File: src/rtl/bus_arbiter_pkg.sv
// Shared serial-bus definitions: FSM state encoding, master identifiers and
// default geometry used by the arbiter, the bus mux and the slave address decode.
package bus_arbiter_pkg;

  localparam int DEF_NUM_SLAVES = 3;
  localparam int DEF_SID_BITS   = 2;
  localparam int DEF_TIMEOUT    = 255;

  typedef enum logic [1:0] {
    IDLE    = 2'd0,
    SID     = 2'd1,
    CONNECT = 2'd2,
    RELEASE = 2'd3
  } state_e;

  typedef enum logic {
    MASTER_1 = 1'b0,
    MASTER_2 = 1'b1
  } master_e;

endpackage

File: src/rtl/bus_arbiter_rr_pick.sv
// Two-requester round-robin selector: returns a one-hot pick, favouring the
// requester that was not served last when both ask at once.
module rr_pick
  import bus_arbiter_pkg::*;
(
  input  logic [1:0] req,
  input  master_e    last,
  output logic [1:0] pick
);

  always_comb begin
    pick = req;
    if (req == 2'b11) begin
      pick = (last == MASTER_2) ? 2'b01 : 2'b10;
    end
  end

endmodule

File: src/rtl/bus_arbiter.sv
// Two-master round-robin bus arbiter with serial slave-ID decode, one-hot slave
// select and an idle timeout that forces a stalled master off the bus.
module bus_arbiter
  import bus_arbiter_pkg::*;
#(
  parameter int NUM_SLAVES = DEF_NUM_SLAVES,
  parameter int SID_BITS   = DEF_SID_BITS,
  parameter int TIMEOUT    = DEF_TIMEOUT
) (
  input  logic                  clk,
  input  logic                  reset,
  input  logic                  m1_req,
  input  logic                  m2_req,
  output logic                  m1_grant,
  output logic                  m2_grant,
  input  logic                  master_valid,
  input  logic                  rx_address,
  input  logic                  tx_done,
  output logic [NUM_SLAVES-1:0] slave_sel,
  output logic                  bus_busy,
  output logic                  sid_err,
  output logic                  timeout_err
);

  localparam int TO_W  = $clog2(TIMEOUT + 1);
  localparam int CNT_W = $clog2(SID_BITS + 1);
  localparam logic [CNT_W-1:0] LAST_BIT = CNT_W'(SID_BITS - 1);
  localparam logic [TO_W-1:0]  TO_LIMIT = TO_W'(TIMEOUT);

  state_e                state_q,   state_n;
  master_e               last_q,    last_n;
  master_e               owner_q,   owner_n;
  logic [SID_BITS-1:0]   sid_q,     sid_n;
  logic [CNT_W-1:0]      bit_cnt_q, bit_cnt_n;
  logic [TO_W-1:0]       to_cnt_q,  to_cnt_n;
  logic [1:0]            grant_q,   grant_n;
  logic [NUM_SLAVES-1:0] sel_q,     sel_n;
  logic                  busy_q,    busy_n;
  logic                  sid_err_q, sid_err_n;
  logic                  to_err_q,  to_err_n;

  logic [1:0]          pick;
  logic [SID_BITS-1:0] sid_shift;
  logic                owner_req;
  logic                timed_out;
  logic                activity;

  rr_pick u_rr_pick (
    .req  ({m2_req, m1_req}),
    .last (last_q),
    .pick (pick)
  );

  assign owner_req = (owner_q == MASTER_2) ? m2_req : m1_req;
  assign timed_out = (to_cnt_q == TO_LIMIT);
  assign activity  = master_valid || tx_done;
  assign sid_shift = SID_BITS'({sid_q, rx_address});

  always_comb begin
    // NOTE: every signal this block drives gets a default first, so no path can infer a latch.
    state_n   = state_q;
    last_n    = last_q;
    owner_n   = owner_q;
    sid_n     = sid_q;
    bit_cnt_n = bit_cnt_q;
    to_cnt_n  = '0;
    grant_n   = grant_q;
    sel_n     = sel_q;
    sid_err_n = 1'b0;
    to_err_n  = 1'b0;

    case (state_q)
      IDLE: begin
        grant_n = '0;
        sel_n   = '0;
        if (|pick) begin
          state_n = SID;
          grant_n = pick;
          owner_n = pick[1] ? MASTER_2 : MASTER_1;
        end
      end

      SID: begin
        to_cnt_n = activity ? '0 : to_cnt_q + 1'b1;
        if (tx_done || !owner_req) begin
          state_n = RELEASE;
        end else if (timed_out) begin
          state_n  = RELEASE;
          to_err_n = 1'b1;
        end else if (master_valid) begin
          sid_n     = sid_shift;
          bit_cnt_n = bit_cnt_q + 1'b1;
          if (bit_cnt_q == LAST_BIT) begin
            if (int'(sid_shift) < NUM_SLAVES) begin
              state_n  = CONNECT;
              sel_n    = NUM_SLAVES'(1) << sid_shift;
              to_cnt_n = '0;
            end else begin
              state_n   = RELEASE;
              sid_err_n = 1'b1;
            end
          end
        end
      end

      CONNECT: begin
        to_cnt_n = activity ? '0 : to_cnt_q + 1'b1;
        if (tx_done || !owner_req) begin
          state_n = RELEASE;
        end else if (timed_out) begin
          state_n  = RELEASE;
          to_err_n = 1'b1;
        end
      end

      RELEASE: begin
        state_n   = IDLE;
        last_n    = owner_q;
        sid_n     = '0;
        bit_cnt_n = '0;
      end

      default: state_n = IDLE;
    endcase

    // Outputs are registered from the next state, so leaving the bus drops them on the same edge.
    if (state_n == RELEASE) begin
      grant_n = '0;
      sel_n   = '0;
    end
    busy_n = (state_n != IDLE);
  end

  // NOTE: sequential state uses non-blocking assignments so every register samples pre-edge values.
  always_ff @(posedge clk or negedge reset) begin
    if (!reset) begin
      state_q   <= IDLE;
      last_q    <= MASTER_2;
      owner_q   <= MASTER_1;
      sid_q     <= '0;
      bit_cnt_q <= '0;
      to_cnt_q  <= '0;
      grant_q   <= '0;
      sel_q     <= '0;
      busy_q    <= 1'b0;
      sid_err_q <= 1'b0;
      to_err_q  <= 1'b0;
    end else begin
      state_q   <= state_n;
      last_q    <= last_n;
      owner_q   <= owner_n;
      sid_q     <= sid_n;
      bit_cnt_q <= bit_cnt_n;
      to_cnt_q  <= to_cnt_n;
      grant_q   <= grant_n;
      sel_q     <= sel_n;
      busy_q    <= busy_n;
      sid_err_q <= sid_err_n;
      to_err_q  <= to_err_n;
    end
  end

  assign m1_grant    = grant_q[0];
  assign m2_grant    = grant_q[1];
  assign slave_sel   = sel_q;
  assign bus_busy    = busy_q;
  assign sid_err     = sid_err_q;
  assign timeout_err = to_err_q;

endmodule

File: config.mk
export PLATFORM = sky130hd
export DESIGN_NAME = bus_arbiter
export DESIGN_NICKNAME = d
export VERILOG_FILES = /design/src/rtl/bus_arbiter_pkg.sv /design/src/rtl/bus_arbiter_rr_pick.sv /design/src/rtl/bus_arbiter.sv
export SDC_FILE = /design/constraint.sdc
export NUM_CORES = 1
export LEC_CHECK = 0
export BUFFER_PORTS_ARGS = -buffer_cell sky130_fd_sc_hd__buf_4
export CORE_ASPECT_RATIO = 0.7
export CORE_MARGIN = 4
export CORE_UTILIZATION = 50
export DETAILED_ROUTE_END_ITERATION = 7
export PLACE_DENSITY = 0.7
export REMOVE_ABC_BUFFERS = 1
export SLEW_MARGIN = 20
export SYNTH_ARGS = -nofsm -noshare
export SYNTH_HDL_FRONTEND = slang
export SYNTH_HIERARCHICAL = 1
export SYNTH_SLANG_ARGS = --single-unit
File: constraint.sdc
create_clock -name clk -period 2.2 [get_ports clk]
set_input_delay 0 -clock clk [delete_from_list [all_inputs] [get_ports clk]]
set_output_delay 0 -clock clk [all_outputs]
set_load 0.05 [all_outputs]
## Yosys cells after proc, flatten, opt, wreduce, memory -nomap -nowiden

Index checks and enable logic that the tools add are counted.

- Add/subtract/negate cells: 2
- Shift operators: 1
- Muxes and demuxes: 47
- Equality and inequality tests: 15
- Reductions and logical operators: 13
- $lt $le $gt $ge: 1

Operators by type and width:

| operator | count |
|---|---|
| 8-bit 2-to-1 mux | 6 |
| 2-bit 2-to-1 mux | 15 |
| 3-bit 2-to-1 mux | 6 |
| 8-bit one-hot mux with 2 select lines | 1 |
| 1-bit 2-to-1 mux | 15 |
| 3-bit inequality test, second input constant | 5 |
| 8-bit by 1-bit adder with 8-bit output, second input constant | 1 |
| 2-bit == test, second input constant | 4 |
| 8-bit == test, second input constant | 1 |
| 2-bit one-hot mux with 4 select lines | 1 |
| 2-bit inequality test, second input constant | 3 |
| 3-bit one-hot mux with 2 select lines | 1 |
| 6-bit AND reduction | 1 |
| 2-bit nonzero test | 3 |
| 2-bit by 1-bit == test with 1-bit output, second input constant | 2 |
| 2-bit one-hot mux with 2 select lines | 1 |
| 4-bit AND reduction | 1 |
| 2-bit OR reduction | 2 |
| 3-bit nonzero test | 1 |
| 1-bit by 2-bit << shifter with 3-bit output, first input constant | 1 |
| 2-bit by 1-bit adder with 2-bit output, second input constant | 1 |
| 2-bit zero test | 1 |
| 1-bit logical OR | 2 |
| 2-bit < comparator, second input constant | 1 |
| other kinds (3) | 3 |

- Bits of input ports: 7
- Flip-flop bits (word level): 23
- Output and inout bits: 8
- Word-level logic and storage cells: 90

## Logic depth before layout (Yosys ltp)

- Word-level depth: 10
- Mapped depth: 7
- Mapped depth without buffers: 6

## Hierarchy

Netlist, hierarchy kept.

Modules (own cells, without submodules):

| module | times used | area each (um2) | cells each | sequential area each (um2) |
|---|---|---|---|---|
| bus_arbiter | 1 | 1318.8 | 122 | 576.8 |
| rr_pick | 1 | 18.8 | 3 | 0.0 |

## Least setup slack after synthesis

No wires, ideal clock.

- Path type: reg-to-reg
- Start point: register state_q[1]
- End point: register sel_q[2], in the netlist slave_sel[2]
- Arrival time: 1.658 ns
- Setup time: 0.082 ns
- Clock period less this slack: 1.740 ns
- Path buffers: 1
- Required time: 2.118 ns
- Slack: 0.460 ns
- Stages on the path, launching flop included: 7
- Path through: dfrtp_1 inv_1 ha_1 clkbuf_1 nand2_1 or4_1 a22oi_2

- Longest elaborated chain between the ends: 8
- Elaborated cells between the ends (all ways): 22
- Those cells by class: 9 x eq/ne; 10 x mux; 3 x reduce/logical

Ends and longest elaborated chain:

| item | RTL line | RTL |
|---|---|---|
| start: declaration | bus_arbiter.sv:30 | `state_e state_q, state_n;` |
| start signal: assignment | bus_arbiter.sv:149 | `state_q <= state_n;` |
| 2-bit 2-to-1 mux | bus_arbiter.sv:93 | `if (bit_cnt_q == LAST_BIT) begin` |
| 2-bit 2-to-1 mux | bus_arbiter.sv:90 | `end else if (master_valid) begin` |
| 2-bit 2-to-1 mux | bus_arbiter.sv:87 | `end else if (timed_out) begin` |
| 2-bit 2-to-1 mux | bus_arbiter.sv:85 | `if (tx_done \|\| !owner_req) begin` |
| 2-bit one-hot mux with 4 select lines | bus_arbiter.sv:72 | `case (state_q)` |
| 2-bit == test | bus_arbiter.sv:127 | `if (state_n == RELEASE) begin` |
| 3-bit inequality test (no line) / 3-bit nonzero test (equally long branches) | n/a |  |
| 6-bit AND reduction (no line) | n/a |  |
| end signal: assignment | bus_arbiter.sv:156 | `sel_q <= sel_n;` |
| end: declaration | bus_arbiter.sv:37 | `logic [NUM_SLAVES-1:0] sel_q, sel_n;` |

Several ways; a longest one is shown, not always the timed one.
A chain may end at the register's enable or synchronous reset.

## Final worst setup path

- Start point: register state_q[1]
- End point: register grant_q[0]

- Longest elaborated chain between the ends: 7
- Elaborated cells between the ends (all ways): 15
- Those cells by class: 4 x eq/ne; 9 x mux; 2 x reduce/logical

Ends and longest elaborated chain:

| item | RTL line | RTL |
|---|---|---|
| 2-bit 2-to-1 mux | bus_arbiter.sv:93 |  |
| 2-bit 2-to-1 mux | bus_arbiter.sv:90 |  |
| 2-bit 2-to-1 mux | bus_arbiter.sv:87 |  |
| 2-bit 2-to-1 mux | bus_arbiter.sv:85 |  |
| 2-bit one-hot mux with 4 select lines | bus_arbiter.sv:72 |  |
| 2-bit == test | bus_arbiter.sv:127 |  |
| 2-bit 2-to-1 mux / 2-bit nonzero test (equally long branches) | n/a |  |
| end signal: assignment | bus_arbiter.sv:155 | `grant_q <= grant_n;` |
| end: declaration | bus_arbiter.sv:36 | `logic [1:0] grant_q, grant_n;` |

Several ways; a longest one is shown, not always the timed one.

==> results.ini <==
[floorplanning]
pin_count=15
start_util_pct=53.2
num_rows=15
dieArea_um2=3580
die_width_um=69.8
fp.dieH_um=51.3
coreArea_um2=2510

[timing]
rsz0062_at_grt=false
slew_violations=0
finalHoldViolCount=0
clock.fmax_ghz=0.494
finalClockSkew_ps=0.896
tightest_slew_ps=414
setup_viol=0
finalCriticalPeriod_ps=2030
setup_tns_ps=0
period_share_pct=92.1
slew_headroom_pct=72.2

[power_and_ir_drop]
p_sw_uw=707
clkPwrFrac_pct=15.3
p_sw_share_pct=42.3
peakVddDrop_mv=0.614
p_leak_uw=0.000688
seqPwrFrac_pct=35.0
combPwrFrac_pct=49.7
p_int_uw=964
power_density_nw_per_um2=1090

[synthesis]
synth-seq-cells=23
yosysUniqueCellTypes=47
avgSynthCellArea_um2=10.7
ys.flop_type=dfrtp_1
synth_edf_count=0
synthArstFlopShare_pct=100
seq_area_frac_synth_pct=43.1
syn_inst=125
synthesis.area_um2=1340
synth_warnings=6

[clocking]
cts_made_buffers=3
tritoncts=done
cts_htree_levels=1
clkSinkCount=23
clkLatencyLatePin_ps=260
cts.path.max_buffers=2
cts-root-buf=clkbuf_8
postCtsSetupBuffers=0
cts.clk_slew.worst_paths_ps=80

[grt]
grt.total_usage_pct=16.0
grt_pass1_wl_um=4520
overflow=0
antenna_found_initial=0
grt_max_degree=24
grt_pass1_vias=994

[min_path]
hold_path_class=in -> reg

[placement]
portBuffers=14
gp_congestion=0.856
dpl.hpwl_um=2020
dp.cells=171

[route]
route.vias.total=982
route.detailed.drc=0
first_iter_violations=110
totalWireLength_um=2570
viasPerCell=5.58
postRouteAntennaNets=0
drt_first_pass_iters=4
avgRoutedWirePerCell_um=14.6

[setup_path]
cp.arrival_ps=2150
endpoint_kind=flop
crit_required_ps=2330
path_delay_family=compound AO/OA/AOI/OAI gates
crit_slowest_cell=dfrtp_1
worst-path-buf-inv=1
critPathKind=reg -> reg
worstPathMaxFanout=11
crit_path_start_kind=flop
cp_cell_sequence=inv_1, ha_1, nor2b_1, a311oi_1, a311oi_4, a22oi_1
slowest_delay_ps=490

[layout]
antenna_cells=0
final_cells=176
nFillCells=222
utilization_pct=61.0
layout.area.seq_um2=577
multi_input_comb_area_um2=728
nNetsFinal=157
area_delta_synth_final_pct=14.7
drive_gt1_share_pct=20.4

[run]
drv_cap=0

[run_status]
status=finished clean

-- power by group through the flow --
| stage | Sequential (uW) | Combinational, uW | Clock [uW] |
|---|---|---|---|
| global route | 597 | 917 | 286 |
| detailed placement | 591 | 825 | 0 |
| CTS | 583 | 828 | 266 |
| floorplan | 642 | 574 | 0 |
| finish | 585 | 830 | 257 |
| global placement | 584 | 801 | 0 |
-- synthesized netlist by cell type, types with 2 or more instances --
| master | number | share of area, % |
|---|---|---|
| a21boi_0 | 2 | 1.1 |
| a21oi_1 | 2 | 0.75 |
| a22oi_1 | 2 | 1.1 |
| a22oi_2 | 2 | 1.9 |
| and2_1 | 2 | 0.94 |
| and3_1 | 3 | 1.4 |
| dfrtp_1 | 22 | 41 |
| ha_1 | 7 | 6.5 |
| inv_1 | 7 | 2.0 |
| nand2_1 | 7 | 2.0 |
| nand2b_1 | 2 | 0.94 |
| nand3_1 | 7 | 2.6 |
| nand4_1 | 2 | 0.94 |
| nor2_1 | 15 | 4.2 |
| nor2b_1 | 4 | 1.9 |
| o211ai_1 | 3 | 1.7 |
| o21ai_1 | 2 | 0.75 |
| xnor2_1 | 3 | 2.0 |
| xor2_1 | 3 | 2.0 |
-- state kept, by name, indices dropped and copies added, names as in the netlist --
signal and cells:
timeout_err 1, state_q 2, last_q 1, slave_sel 3
bus_busy 1, owner_q 1, sid_q 1, grant_q 2
to_cnt_q 8, sid_err 1, bit_cnt_q 2
-- cells in the final DEF, fill, tap and decap left out, drive strengths merged, types with 4 or more instances in the layout --
master,count
a22oi,4
buf,14
clkbuf,4
dfrtp,22
ha,7
inv,7
nand2,7
nand3,8
nor2,15
nor2b,4
o211ai,4
-- per-layer routing --
layer	vias to the layer above	part of all wire [%]	GRT usage (%)	wire length, um
met4	0	0.31	3.18	8
met2	22	44	24.5	1140
met3	2	6.0	5.11	153
met1	466	49	22.3	1270
li1	492	-	-	-
met5	-	0	0	0
-- logic make-up after synthesis --
kind of cell	after synthesis	synth area share, %
flops	23	43.1
mux	3	2.71
buf+inv	9	2.62
fa+ha+maj	7	6.55
xor+xnor	6	3.93
simple gates	49	20.0
compound gates	28	21.0
-- worst register-to-register path, delay by kind of cell, from the launching register on --
kind | cells | cell delay (ps)
AOI/OAI and AO/OA | 3 | 680
DFF | 1 | 490
adders and majority gates | 1 | 330
and+or+nand+nor | 1 | 280
buffers and inverters | 1 | 110
-- cell type report --
class                           instances  share of cell area, %
Timing Repair Buffer                   15                   7.50
Inverter                                7                   1.71
Sequential cell                        23                   37.6
Clock buffer                            4                   2.94
Tap cell                               34                   2.77
Multi-Input combinational cell         93                   47.5
-- final timing paths --
check / from / end / slack, ps / cells after the start
max in group asynchronous: reset / last_q / 1760 / 2
max reg2reg: state_q[1] / grant_q[0] / 170 / 6
min: rx_address / slave_sel[1] / 40 / 3
min reg2reg: to_cnt_q[0] / to_cnt_q[0] / 480 / 1
min in group asynchronous: reset / to_cnt_q[5] / 160 / 2
max: state_q[1] / grant_q[0] / 170 / 6
-- through the flow --
stage	total power [uW]	area (um^2)	worst slack (ps)	hold WS, ps
after floorplan	1220	1330	414	-296
after global placement	1380	1480	236	-92.7
after detailed placement	1420	1480	127	-89.0
after CTS	1680	1530	95.4	37.6
after global routing	1800	1530	42.1	63.5
final	1670	1530	174	36.5
-- repair_timing --
action,in CTS,in global routing
endpoints found under the hold margin,23,0
setup endpoints to repair,0,5
gates resized for setup,0,1
hold buffers,1,0
Note: power is estimated with default switching activity, not from simulation.
